==> src/rtl/sc_regbus_pkg.sv <==
// Shared definitions for the Space Cubics register bus CSR bank:
// word offsets, FSM state types and the byte-lane merge helper.
package sc_regbus_pkg;

    localparam logic [5:0] CSR_ID      = 6'd0;
    localparam logic [5:0] CSR_CTRL    = 6'd1;
    localparam logic [5:0] CSR_INTSTAT = 6'd2;
    localparam logic [5:0] CSR_INTENB  = 6'd3;
    localparam logic [5:0] CSR_SCR0    = 6'd4;

    typedef enum logic {
        W_IDLE,
        W_WAIT
    } wst_e;

    typedef enum logic [1:0] {
        R_IDLE,
        R_WAIT,
        R_DONE
    } rst_e;

    function automatic logic [31:0] byte_merge(
        input logic [31:0] old,
        input logic [31:0] wdat,
        input logic [3:0]  wenb
    );
        logic [31:0] res;
        res = old;
        for (int i = 0; i < 4; i++) begin
            if (wenb[i]) begin
                res[8*i +: 8] = wdat[8*i +: 8];
            end
        end
        return res;
    endfunction

endpackage

==> src/rtl/sc_regbus_if.sv <==
// Space Cubics Register Bus: write and read channels between
// the bus IP (master) and the register block (regif).
interface sc_regbus_if;

    logic [31:0] WADR;
    logic [2:0]  WTYP;
    logic [3:0]  WENB;
    logic [31:0] WDAT;
    logic        WWAT;
    logic        WERR;

    logic [31:0] RADR;
    logic [2:0]  RTYP;
    logic        RENB;
    logic [31:0] RDAT;
    logic        RWAT;
    logic        RERR;

    modport master (
        output WADR, WTYP, WENB, WDAT,
        input  WWAT, WERR,
        output RADR, RTYP, RENB,
        input  RDAT, RWAT, RERR
    );

    modport regif (
        input  WADR, WTYP, WENB, WDAT,
        output WWAT, WERR,
        input  RADR, RTYP, RENB,
        output RDAT, RWAT, RERR
    );

endinterface

==> src/rtl/sc_regbus_waitgen.sv <==
// Wait-state counter for one bus channel: counts request cycles
// and flags the cycle where the programmed wait count is reached.
module sc_regbus_waitgen (
    input  logic       CLK,
    input  logic       RSTN,
    input  logic       req,
    input  logic [3:0] waitn,
    output logic       wat,
    output logic       done
);

    logic [3:0] r_cnt;

    assign wat  = req && (r_cnt < waitn);
    assign done = req && (r_cnt == waitn);

    // count while a request is open, restart on completion or drop
    always_ff @(posedge CLK or negedge RSTN) begin
        if (!RSTN) begin
            r_cnt <= '0;
        end else if (!req || done) begin
            r_cnt <= '0;
        end else begin
            r_cnt <= r_cnt + 4'd1;
        end
    end

endmodule

==> src/rtl/sc_regbus_csr.sv <==
// Register-bus responder with wait-state insertion and a small
// CSR bank: ID, control, W1C interrupt status, enable, scratch.
module sc_regbus_csr
    import sc_regbus_pkg::*;
#(
    parameter logic [31:0] BASE_ADR = 32'h0000_0000,
    parameter int          NUM_REG  = 8,
    parameter logic [31:0] ID_VAL   = 32'h5343_0001,
    parameter int          WR_WAIT  = 0,
    parameter int          RD_WAIT  = 1,
    parameter int          NUM_INT  = 8
) (
    input  logic               CLK,
    input  logic               RSTN,
    sc_regbus_if.regif         REGBUS,
    output logic [31:0]        CTRL,
    input  logic [NUM_INT-1:0] INT_SET,
    output logic               IRQ
);

    wst_e r_wstate;
    wst_e w_wnext;
    rst_e r_rstate;
    rst_e w_rnext;

    logic [31:0]        r_ctrl;
    logic [NUM_INT-1:0] r_stat;
    logic [NUM_INT-1:0] r_enb;
    logic [31:0]        r_scr [CSR_SCR0:NUM_REG-1];
    logic [31:0]        r_rdat;
    logic               r_rerr;
    logic               r_irq;

    logic        w_wreq;
    logic        w_wwat;
    logic        w_wdone;
    logic        w_whit;
    logic [29:0] w_wword;
    logic [5:0]  w_widx;
    logic        w_wcommit;
    logic [31:0] w_wmask;
    logic [31:0] w_enb_new;
    logic [NUM_INT-1:0] w_clr;

    logic        w_rreq;
    logic        w_rwg_wat;
    logic        w_rdone;
    logic        w_rhit;
    logic [29:0] w_rword;
    logic [5:0]  w_ridx;
    logic        w_rlatch;
    logic [31:0] w_rdata;
    logic [31:0] w_stat32;
    logic [31:0] w_enb32;
    logic        w_unused;

    assign w_wreq = (REGBUS.WENB != 4'd0);
    assign w_rreq = REGBUS.RENB && (r_rstate != R_DONE);

    sc_regbus_waitgen u_wgen (
        .CLK   (CLK),
        .RSTN  (RSTN),
        .req   (w_wreq),
        .waitn (4'(WR_WAIT)),
        .wat   (w_wwat),
        .done  (w_wdone)
    );

    sc_regbus_waitgen u_rgen (
        .CLK   (CLK),
        .RSTN  (RSTN),
        .req   (w_rreq),
        .waitn (4'(RD_WAIT)),
        .wat   (w_rwg_wat),
        .done  (w_rdone)
    );

    // address decode for both channels
    always_comb begin
        w_wword = REGBUS.WADR[31:2] - BASE_ADR[31:2];
        w_whit  = (REGBUS.WADR[31:2] >= BASE_ADR[31:2]) &&
                  (w_wword < 30'(NUM_REG));
        w_widx  = w_wword[5:0];
        w_rword = REGBUS.RADR[31:2] - BASE_ADR[31:2];
        w_rhit  = (REGBUS.RADR[31:2] >= BASE_ADR[31:2]) &&
                  (w_rword < 30'(NUM_REG));
        w_ridx  = w_rword[5:0];
    end

    assign w_wcommit = w_wdone && w_whit;
    assign w_rlatch  = (r_rstate == R_WAIT) && w_rdone;

    // write FSM state register
    always_ff @(posedge CLK or negedge RSTN) begin
        if (!RSTN) begin
            r_wstate <= W_IDLE;
        end else begin
            r_wstate <= w_wnext;
        end
    end

    // write FSM next state
    always_comb begin
        w_wnext = r_wstate;
        case (r_wstate)
            W_IDLE: if (w_wreq && !w_wdone) w_wnext = W_WAIT;
            W_WAIT: if (!w_wreq || w_wdone) w_wnext = W_IDLE;
            default: w_wnext = W_IDLE;
        endcase
    end

    // read FSM state register
    always_ff @(posedge CLK or negedge RSTN) begin
        if (!RSTN) begin
            r_rstate <= R_IDLE;
        end else begin
            r_rstate <= w_rnext;
        end
    end

    // read FSM next state
    always_comb begin
        w_rnext = r_rstate;
        case (r_rstate)
            R_IDLE: if (REGBUS.RENB) w_rnext = R_WAIT;
            R_WAIT: begin
                if (!REGBUS.RENB) begin
                    w_rnext = R_IDLE;
                end else if (w_rdone) begin
                    w_rnext = R_DONE;
                end
            end
            R_DONE:  w_rnext = R_IDLE;
            default: w_rnext = R_IDLE;
        endcase
    end

    // write data masks and narrow-register views
    always_comb begin
        w_wmask = REGBUS.WDAT & {{8{REGBUS.WENB[3]}},
                                 {8{REGBUS.WENB[2]}},
                                 {8{REGBUS.WENB[1]}},
                                 {8{REGBUS.WENB[0]}}};
        w_stat32 = '0;
        w_stat32[NUM_INT-1:0] = r_stat;
        w_enb32 = '0;
        w_enb32[NUM_INT-1:0] = r_enb;
        w_enb_new = byte_merge(w_enb32, REGBUS.WDAT, REGBUS.WENB);
        w_clr = '0;
        if (w_wcommit && (w_widx == CSR_INTSTAT)) begin
            w_clr = w_wmask[NUM_INT-1:0];
        end
    end

    // register bank update; a set pulse beats a same-cycle clear
    always_ff @(posedge CLK or negedge RSTN) begin
        if (!RSTN) begin
            r_ctrl <= '0;
            r_stat <= '0;
            r_enb  <= '0;
            for (int i = CSR_SCR0; i < NUM_REG; i++) begin
                r_scr[i] <= '0;
            end
        end else begin
            r_stat <= (r_stat & ~w_clr) | INT_SET;
            if (w_wcommit) begin
                if (w_widx == CSR_CTRL) begin
                    r_ctrl <= byte_merge(r_ctrl, REGBUS.WDAT, REGBUS.WENB);
                end
                if (w_widx == CSR_INTENB) begin
                    r_enb <= w_enb_new[NUM_INT-1:0];
                end
                for (int i = CSR_SCR0; i < NUM_REG; i++) begin
                    if (w_widx == 6'(i)) begin
                        r_scr[i] <= byte_merge(r_scr[i], REGBUS.WDAT,
                                               REGBUS.WENB);
                    end
                end
            end
        end
    end

    // read data mux; misses return zero
    always_comb begin
        w_rdata = '0;
        if (w_rhit) begin
            case (w_ridx)
                CSR_ID:      w_rdata = ID_VAL;
                CSR_CTRL:    w_rdata = r_ctrl;
                CSR_INTSTAT: w_rdata = w_stat32;
                CSR_INTENB:  w_rdata = w_enb32;
                default: begin
                    for (int i = CSR_SCR0; i < NUM_REG; i++) begin
                        if (w_ridx == 6'(i)) w_rdata = r_scr[i];
                    end
                end
            endcase
        end
    end

    // read response registers, held until the next read completes
    always_ff @(posedge CLK or negedge RSTN) begin
        if (!RSTN) begin
            r_rdat <= '0;
            r_rerr <= 1'b0;
        end else if (w_rlatch) begin
            r_rdat <= w_rdata;
            r_rerr <= !w_rhit;
        end
    end

    // registered interrupt request
    always_ff @(posedge CLK or negedge RSTN) begin
        if (!RSTN) begin
            r_irq <= 1'b0;
        end else begin
            r_irq <= |(r_stat & r_enb);
        end
    end

    assign REGBUS.WWAT = w_wwat;
    assign REGBUS.WERR = w_wdone && !w_whit;
    assign REGBUS.RDAT = r_rdat;
    assign REGBUS.RWAT = REGBUS.RENB && (r_rstate != R_DONE);
    assign REGBUS.RERR = r_rerr;
    assign CTRL        = r_ctrl;
    assign IRQ         = r_irq;

    assign w_unused = ^{REGBUS.WTYP, REGBUS.RTYP, REGBUS.WADR[1:0],
                        REGBUS.RADR[1:0], w_wmask, w_enb_new,
                        w_wword, w_rword, w_rwg_wat};

endmodule
==> src/flat_wrapper.sv <==
// flat-port wrapper written by rule: the top's interface ports become plain ports
module sc_regbus_csr_flat import sc_regbus_pkg::*;
#(
    parameter logic [31:0] BASE_ADR = 32'h0000_0000,
    parameter int          NUM_REG  = 8,
    parameter logic [31:0] ID_VAL   = 32'h5343_0001,
    parameter int          WR_WAIT  = 0,
    parameter int          RD_WAIT  = 1,
    parameter int          NUM_INT  = 8
)
  (CLK, RSTN, CTRL, INT_SET, IRQ, REGBUS_WADR, REGBUS_WTYP, REGBUS_WENB, REGBUS_WDAT, REGBUS_WWAT, REGBUS_WERR, REGBUS_RADR, REGBUS_RTYP, REGBUS_RENB, REGBUS_RDAT, REGBUS_RWAT, REGBUS_RERR);
  sc_regbus_if REGBUS_i ();
  input  logic CLK;
  input  logic RSTN;
  output logic [31:0] CTRL;
  input  logic [NUM_INT-1:0] INT_SET;
  output logic IRQ;
  input wire logic [$bits(REGBUS_i.WADR)-1:0] REGBUS_WADR;
  input wire logic [$bits(REGBUS_i.WTYP)-1:0] REGBUS_WTYP;
  input wire logic [$bits(REGBUS_i.WENB)-1:0] REGBUS_WENB;
  input wire logic [$bits(REGBUS_i.WDAT)-1:0] REGBUS_WDAT;
  output wire logic [$bits(REGBUS_i.WWAT)-1:0] REGBUS_WWAT;
  output wire logic [$bits(REGBUS_i.WERR)-1:0] REGBUS_WERR;
  input wire logic [$bits(REGBUS_i.RADR)-1:0] REGBUS_RADR;
  input wire logic [$bits(REGBUS_i.RTYP)-1:0] REGBUS_RTYP;
  input wire logic [$bits(REGBUS_i.RENB)-1:0] REGBUS_RENB;
  output wire logic [$bits(REGBUS_i.RDAT)-1:0] REGBUS_RDAT;
  output wire logic [$bits(REGBUS_i.RWAT)-1:0] REGBUS_RWAT;
  output wire logic [$bits(REGBUS_i.RERR)-1:0] REGBUS_RERR;
  assign REGBUS_i.WADR = REGBUS_WADR;
  assign REGBUS_i.WTYP = REGBUS_WTYP;
  assign REGBUS_i.WENB = REGBUS_WENB;
  assign REGBUS_i.WDAT = REGBUS_WDAT;
  assign REGBUS_WWAT = REGBUS_i.WWAT;
  assign REGBUS_WERR = REGBUS_i.WERR;
  assign REGBUS_i.RADR = REGBUS_RADR;
  assign REGBUS_i.RTYP = REGBUS_RTYP;
  assign REGBUS_i.RENB = REGBUS_RENB;
  assign REGBUS_RDAT = REGBUS_i.RDAT;
  assign REGBUS_RWAT = REGBUS_i.RWAT;
  assign REGBUS_RERR = REGBUS_i.RERR;
  sc_regbus_csr #(.BASE_ADR(BASE_ADR), .NUM_REG(NUM_REG), .ID_VAL(ID_VAL), .WR_WAIT(WR_WAIT), .RD_WAIT(RD_WAIT), .NUM_INT(NUM_INT)) u_core (.CLK(CLK), .RSTN(RSTN), .REGBUS(REGBUS_i), .CTRL(CTRL), .INT_SET(INT_SET), .IRQ(IRQ));
endmodule
==> config.mk <==
export PLATFORM = sky130hd
export DESIGN_NAME = sc_regbus_csr_flat
export DESIGN_NICKNAME = d
export VERILOG_FILES = /design/src/rtl/sc_regbus_pkg.sv /design/src/rtl/sc_regbus_if.sv /design/src/rtl/sc_regbus_waitgen.sv /design/src/rtl/sc_regbus_csr.sv /design/src/flat_wrapper.sv
export SDC_FILE = /design/constraint.sdc
export NUM_CORES = 1
export LEC_CHECK = 0
export BUFFER_PORTS_ARGS = -buffer_cell sky130_fd_sc_hd__clkbuf_2
export CORE_MARGIN = 4
export CORE_UTILIZATION = 23
export DETAILED_ROUTE_END_ITERATION = 7
export PLACE_DENSITY = 0.51
export SETUP_SLACK_MARGIN = 0.3
export SYNTH_ARGS = -nofsm -noshare
export SYNTH_HDL_FRONTEND = slang
export SYNTH_SLANG_ARGS = --single-unit
==> constraint.sdc <==
create_clock -name CLK -period 2.6 [get_ports CLK]
set_input_delay 0.52 -clock CLK [delete_from_list [all_inputs] [get_ports CLK]]
set_output_delay 0.52 -clock CLK [all_outputs]
set_load 0.02 [all_outputs]
## Word level (Yosys, flattened, before mapping)

Cells that the tools add are included.
Widths: inputs -> output; s select.

| storage, ports and cells | value |
|---|---|
| bits in registers | 220 |

| cells by class | value |
|---|---|
| add/sub/neg operators | 2 |
| reduce and logical (&&, ||, !) cells | 43 |
| order comparisons | 5 |
| bitwise logic cells | 5 |
| multiplexer cells | 13 |
| equal/unequal tests | 19 |

Operators with widths:

| operator | number |
|---|---|
| $mux 32 | 5 |
| $pmux 32 s4 | 1 |
| $reduce_and 3->1 | 21 |
| $ge 30x1->1 const B | 2 |
| $lt 30x4->1 const B | 2 |
| $eq 6x3->1 const B | 8 |
| $and 8x8->8 | 3 |
| $eq 6x2->1 const B | 4 |
| $eq 6x1->1 const B | 2 |
| $logic_and 1x1->1 | 10 |
| $add 4x1->4 const B | 2 |
| $mux 4 | 2 |
| $mux 8 | 1 |
| $not 8->8 | 1 |
| $or 8x8->8 | 1 |
| $reduce_or 8->1 | 1 |
| $logic_not 6->1 | 1 |
| $mux 2 | 3 |
| $eq 4x1->1 const B | 1 |
| $logic_not 1->1 | 4 |
| $logic_not 4->1 | 1 |
| $lt 4x1->1 const B | 1 |
| $ne 2x2->1 const B | 2 |
| $pmux 2 s2 | 1 |
| other kinds (6) | 7 |

## Depth between registers and ports, before layout

| logic depth | value |
|---|---|
| depth in word-level cells | 8 |
| mapped depth | 8 |
| gate-level depth less buffers | 7 |

## Hierarchy

A second synthesis with hierarchy kept.

| unflattened totals | value |
|---|---|
| cells, all modules | 720 |
| area, all modules | 10097.2 um^2 |

Modules (own cells, without submodules):

| module | area each (um^2) | instances | cells an instance |
|---|---|---|---|
| sc_regbus_csr | 9571.7 | 1 | 662 |
| sc_regbus_waitgen | 262.8 | 2 | 29 |

## Worst setup path after synthesis

OpenSTA, ideal clock, no wires.

| timing path | value |
|---|---|
| kind | input port to flip-flop |
| from | in REGBUS_WADR[18] |
| to | reg u_core.r_ctrl[10], in the netlist u_core.CTRL[10] |
| path slack | 282 ps |
| arrival time | 2193 ps |
| cell stages on the path | 6 |
| path buffers | 2 |
| required time | 2475 ps |
| path through | nor4_1 -> nand2_1 -> buf_4 -> buf_4 -> nor4_4 -> mux2_2 |

| on the way | value |
|---|---|
| word-level cells in the longest chain between the ends | 4 |

Ends and longest elaborated chain:

| item | RTL line | RTL |
|---|---|---|
| start: declaration | flat_wrapper.sv:18 | `input wire logic [$bits(REGBUS_i.WADR)-1:0] REGBUS_WADR;` |
| $ge 30x1->1 / $lt 30x4->1 (equally long branches) | sc_regbus_csr.sv:81, sc_regbus_csr.sv:82 |  |
| $logic_and 1x1->1 (*) | sc_regbus_csr.sv:81 | `w_whit = (REGBUS.WADR[31:2] >= BASE_ADR[31:2]) &&` |
| $logic_and 1x1->1 (*) | sc_regbus_csr.sv:90 | `assign w_wcommit = w_wdone && w_whit;` |
| $reduce_and 3->1 (no line) (*) | n/a |  |
| end signal: assignment | sc_regbus_csr.sv:168 | `r_ctrl <= byte_merge(r_ctrl, REGBUS.WDAT, REGBUS.WENB);` |
| end: declaration | sc_regbus_csr.sv:26 | `logic [31:0] r_ctrl;` |

Every way passes the cells marked *; elsewhere a longest branch is shown, timed or not.
A chain may end at the register's enable or synchronous reset.

## Final worst setup path

| timing path | value |
|---|---|
| from | reg u_core.u_wgen.r_cnt[0] |
| to | out REGBUS_WERR |

| on the way | value |
|---|---|
| word-level cells in the longest chain between the ends | 3 |

Ends and longest elaborated chain:

| item | RTL line | RTL |
|---|---|---|
| start: declaration | sc_regbus_waitgen.sv:12 | `logic [3:0] r_cnt;` |
| start signal: assignment | sc_regbus_waitgen.sv:24 | `r_cnt <= r_cnt + 4'd1;` |
| $logic_not 4->1 | sc_regbus_waitgen.sv:15 | `assign done = req && (r_cnt == waitn);` |
| $logic_and 1x1->1 | sc_regbus_waitgen.sv:15 |  |
| $logic_and 1x1->1 | sc_regbus_csr.sv:222 | `assign REGBUS.WERR = w_wdone && !w_whit;` |
| end: declaration | flat_wrapper.sv:23 | `output wire logic [$bits(REGBUS_i.WERR)-1:0] REGBUS_WERR;` |

No other way between the ends.

==> qor_table.md <==
| Parameter | Value | Unit |
|:---|:---|:---|
| Initial cell density of the core | 23.5 | % |
| Synth warnings | 0 | - |
| Maximum clock path buffer count | 3 | - |
| Crit path launch type | flop | - |
| Most common cell after layout, fill and taps aside | sky130_fd_sc_hd__dfrtp_1 | - |
| Required @ worst endpoint | 2.08 | ns |
| DRT iter0 DRCs | 364 | - |
| Cell type group with the largest total delay on the critical path | buffers and inverters | - |
| Via count of the first global-routing pass | 7467 | - |
| Placer congestion estimate | 0.705 | - |
| Post-synthesis net count | 855 | - |
| Post-synth ARST share | 100 | % |
| Overflow after GRT | 0 | - |
| Number of antenna cells inserted | 0 | - |
| WHS | 0.161 | ns |
| Total count of hold-check failures in the final report | 0 | - |
| CP Class | reg2out | - |
| Area leader, netlist | sky130_fd_sc_hd__dfrtp_1 | - |
| Ordered list of cells on the worst path | inv_1 -> ha_1 -> nor3b_2 -> buf_4 -> nor3b_4 -> buf_6 -> buf_8 | - |
| Number of vias in the routed layout | 6955 | - |
| Maximum number of pins on one net before global-route repair | 75 | - |
| CP max FO | 2 | - |
| FP Rows | 76 | - |
| Unrepaired setup endpoints after global routing | true | - |
| Total clock buffers created by CTS | 27 | - |
| Root buffer cell | sky130_fd_sc_hd__clkbuf_16 | - |
| Final worst clock skew | 0.0163 | ns |
| Fin util | 30.7 | % |
| Average wire length per cell after detail routing | 18.7 | um |
| Relative area change from synthesis to final layout | 30.9 | % |
| Clock input transition at the sequential cells of the worst setup and hold paths | 0.06 | ns |
| Hold Path Depth | 2 | - |
| Static power due to leakage | 6.55 | nW |
| Buffers and inverters on the worst path | 4 | - |
| Relative slew slack | 59.7 | % |
| Post-synth EDFFs | 0 | - |
| Area share of the largest cell type after synthesis | 53.9 | % |
| Transition time at the pin with the least slew margin | 0.599 | ns |
| Depth of the CTS H-tree | 1 | - |
| Reg2reg path depth | 9 | - |
| Detail-routed via count per cell | 4.44 | - |
| Number of nets with antenna violations after detailed routing | 0 | - |
| Proportion of synthesized chip area in sequential cells | 53.9 | % |
| Setup TNS after final layout | 0 | ns |
| Height of the die | 219 | um |
| Outcome | finished clean | - |
| Power per Cell Area | 585 | nW/um^2 |
| Post-synthesis sequential element count | 220 | - |
| Type of the most critical hold path | in2reg | - |
| Count of final setup violators | 0 | - |
| Cell variety after synth | 44 | - |
| Count of TritonRoute iterations in the first routing pass | 6 | - |
| Clock sink count | 220 | - |
| Data arrival time of the critical path | 1.86 | ns |
| Synthesized area per cell | 13.9 | sq um |
| Time the worst path needs with I/O delays and setup | 2.38 | ns |
| Maximum cell stage delay along the critical path | 0.38 | ns |
| CTS tree | yes | - |
| Total routing resource utilization after global routing | 12.1 | % |
| Highest clock rate | 421 | MHz |
| Syn Std Cell Area | 10200 | sq um |
| Max-capacitance violation count | 0 | - |
| Number of max-slew violations in the final report | 0 | - |
| Cell with the biggest individual delay on the critical path | sky130_fd_sc_hd__dfrtp_1 | - |
| Primary flip-flop cell chosen by synthesis mapping | sky130_fd_sc_hd__dfrtp_1 | - |
| Half-perimeter wire length of the detailed placement result | 20200 | um |
| Portion of the clock cycle consumed by the worst path in the final layout | 91.4 | % |
| Most used cells in the layout excluding fill and tap cells | sky130_fd_sc_hd__dfrtp_1 (220), sky130_fd_sc_hd__clkbuf_2 (171), sky130_fd_sc_hd__mux2_2 (166), sky130_fd_sc_hd__nand2_1 (43) | - |
| Share of post-route cells with drive strength above 1 | 51.8 | % |
| Floorplan core area | 43500 | sq um |
| Global-route wire length before repair | 44900 | um |
| Die area | 47800 | sq um |
| Skew-Pair Late Insertion Delay | 0.55 | ns |
| Maximum ir drop on the vdd rail | 0.000401 | V |
| Total Routed Length | 29200 | um |
| Cell count after synthesis | 734 | - |
| Kind of capture point of the worst setup path | output pin | - |
| DR DRC count | 0 | - |
| Antenna violations before repair | 2 | - |
| WP depth | 7 | - |
| Number of I/O pins | 186 | - |
| IO Port Bufs | 174 | - |
| Final net count | 1083 | - |
| Main area contributors after synthesis | sky130_fd_sc_hd__dfrtp_1 (54%), sky130_fd_sc_hd__mux2_2 (18%), sky130_fd_sc_hd__mux4_2 (6.8%) | - |
| DIE WIDTH | 219 | um |
[routing by layer]
metal / up-vias / GRT usage [%] / routed length, um
met2: 157 / 20.2 / 14000
met1: 3554 / 16.1 / 13000
met3: 38 / 2.74 / 1710
li1: 3202 / - / -
met4: 4 / 2.78 / 525
met5: - / 0 / 22
[worst reg2reg max path: cells and delay by family (launching register included)]
family,cells,cell delay [ns]
muxes,1,0.27
buffers and inverters,4,0.57
adders and majority gates,1,0.13
DFF,1,0.38
and+or+nand+nor,3,0.74
[sequential cells by signal, summed over array words and instances (netlist names)]
| name | cells |
|---|---|
| u_core.u_rgen.r_cnt | 4 |
| u_core.r_rstate | 2 |
| u_core.r_scr | 128 |
| u_core.r_stat | 8 |
| u_core.REGBUS.RERR | 1 |
| u_core.CTRL | 32 |
| u_core.REGBUS.RDAT | 32 |
| u_core.r_enb | 8 |
| u_core.IRQ | 1 |
| u_core.u_wgen.r_cnt | 4 |
[layout make-up]
cell class              instances  area, sq um
repair buffers                237         1670
fillers                      4406        30100
multi-input cells             462         4560
inverters                      14         52.6
clock inverters                 7         72.6
well taps                     585          732
clock buffers                  40          774
flip-flops and latches        220         5510
[kinds of logic after synthesis]
group           after synthesis  share of synthesized area [%]
fa+ha+maj                     4                          0.490
simple gates                144                           10.7
other cells                   1                         0.0367
flops                       220                           53.9
xor+xnor                      4                          0.343
buf+inv                      52                           2.21
mux                         209                           26.4
compound gates              100                           5.96
[cell usage after synthesis, types with 10 or more instances]
cell                       number
sky130_fd_sc_hd__a21oi_1       37
sky130_fd_sc_hd__mux4_2        31
sky130_fd_sc_hd__clkbuf_1      24
sky130_fd_sc_hd__nor4_4        20
sky130_fd_sc_hd__o31ai_1       17
sky130_fd_sc_hd__o22ai_1       14
sky130_fd_sc_hd__inv_1         13
sky130_fd_sc_hd__nor2_1        24
sky130_fd_sc_hd__o21ai_0       15
sky130_fd_sc_hd__mux2_2       166
sky130_fd_sc_hd__dfrtp_1      220
sky130_fd_sc_hd__nor4_1        13
sky130_fd_sc_hd__or4_1         10
sky130_fd_sc_hd__nand2_1       44
[through the flow]
stage	instances	total power, mW	instance area (sq um)	setup slack, ns
after floorplan	734	3.83	10200	0.307
after CTS	1565	7.93	13300	0.156
after global routing	1565	8.17	13400	0.134
after global placement	1513	4.18	12400	-0.0348
final	1565	7.82	13400	0.222
after detailed placement	1513	4.19	12400	-0.00915
[worst paths after layout]
| path | start | to | slack [ns] |
|---|---|---|---|
| max reg2reg | u_core.u_wgen.r_cnt[0]$_DFF_PN0_ | u_core.r_enb[2]$_DFFE_PN0P_ | 0.38 |
| min reg2reg | u_core.r_rstate[1]$_DFFE_PN0P_ | u_core.r_rstate[0]$_DFFE_PN0P_ | 0.45 |
| max in group asynchronous | RSTN | u_core.r_scr[82]$_DFFE_PN0P_ | 1.27 |
| min in group asynchronous | RSTN | u_core.r_scr[56]$_DFFE_PN0P_ | 0.55 |
| max | u_core.u_wgen.r_cnt[0]$_DFF_PN0_ | REGBUS_WERR | 0.22 |
| min | INT_SET[6] | u_core.r_stat[6]$_DFF_PN0_ | 0.16 |
[power breakdown]
group / switching (mW) / internal [mW] / leakage, nW / total [mW]
Combinational: 0.405 / 0.297 / 3.12 / 0.702
Clock: 1.46 / 2.15 / 0.409 / 3.61
Sequential: 0.0334 / 3.47 / 3.02 / 3.50
Total: 1.90 / 5.91 / 6.55 / 7.82
[what timing repair did]
action	4_1_cts	5_1_grt
endpoints found under the hold margin	39	0
setup endpoints to repair	1	178
hold buffers	1	0
pin swaps	0	1
resized for setup	9	9
setup buffers	4	0
Note: power is estimated with default switching activity, not from simulation.
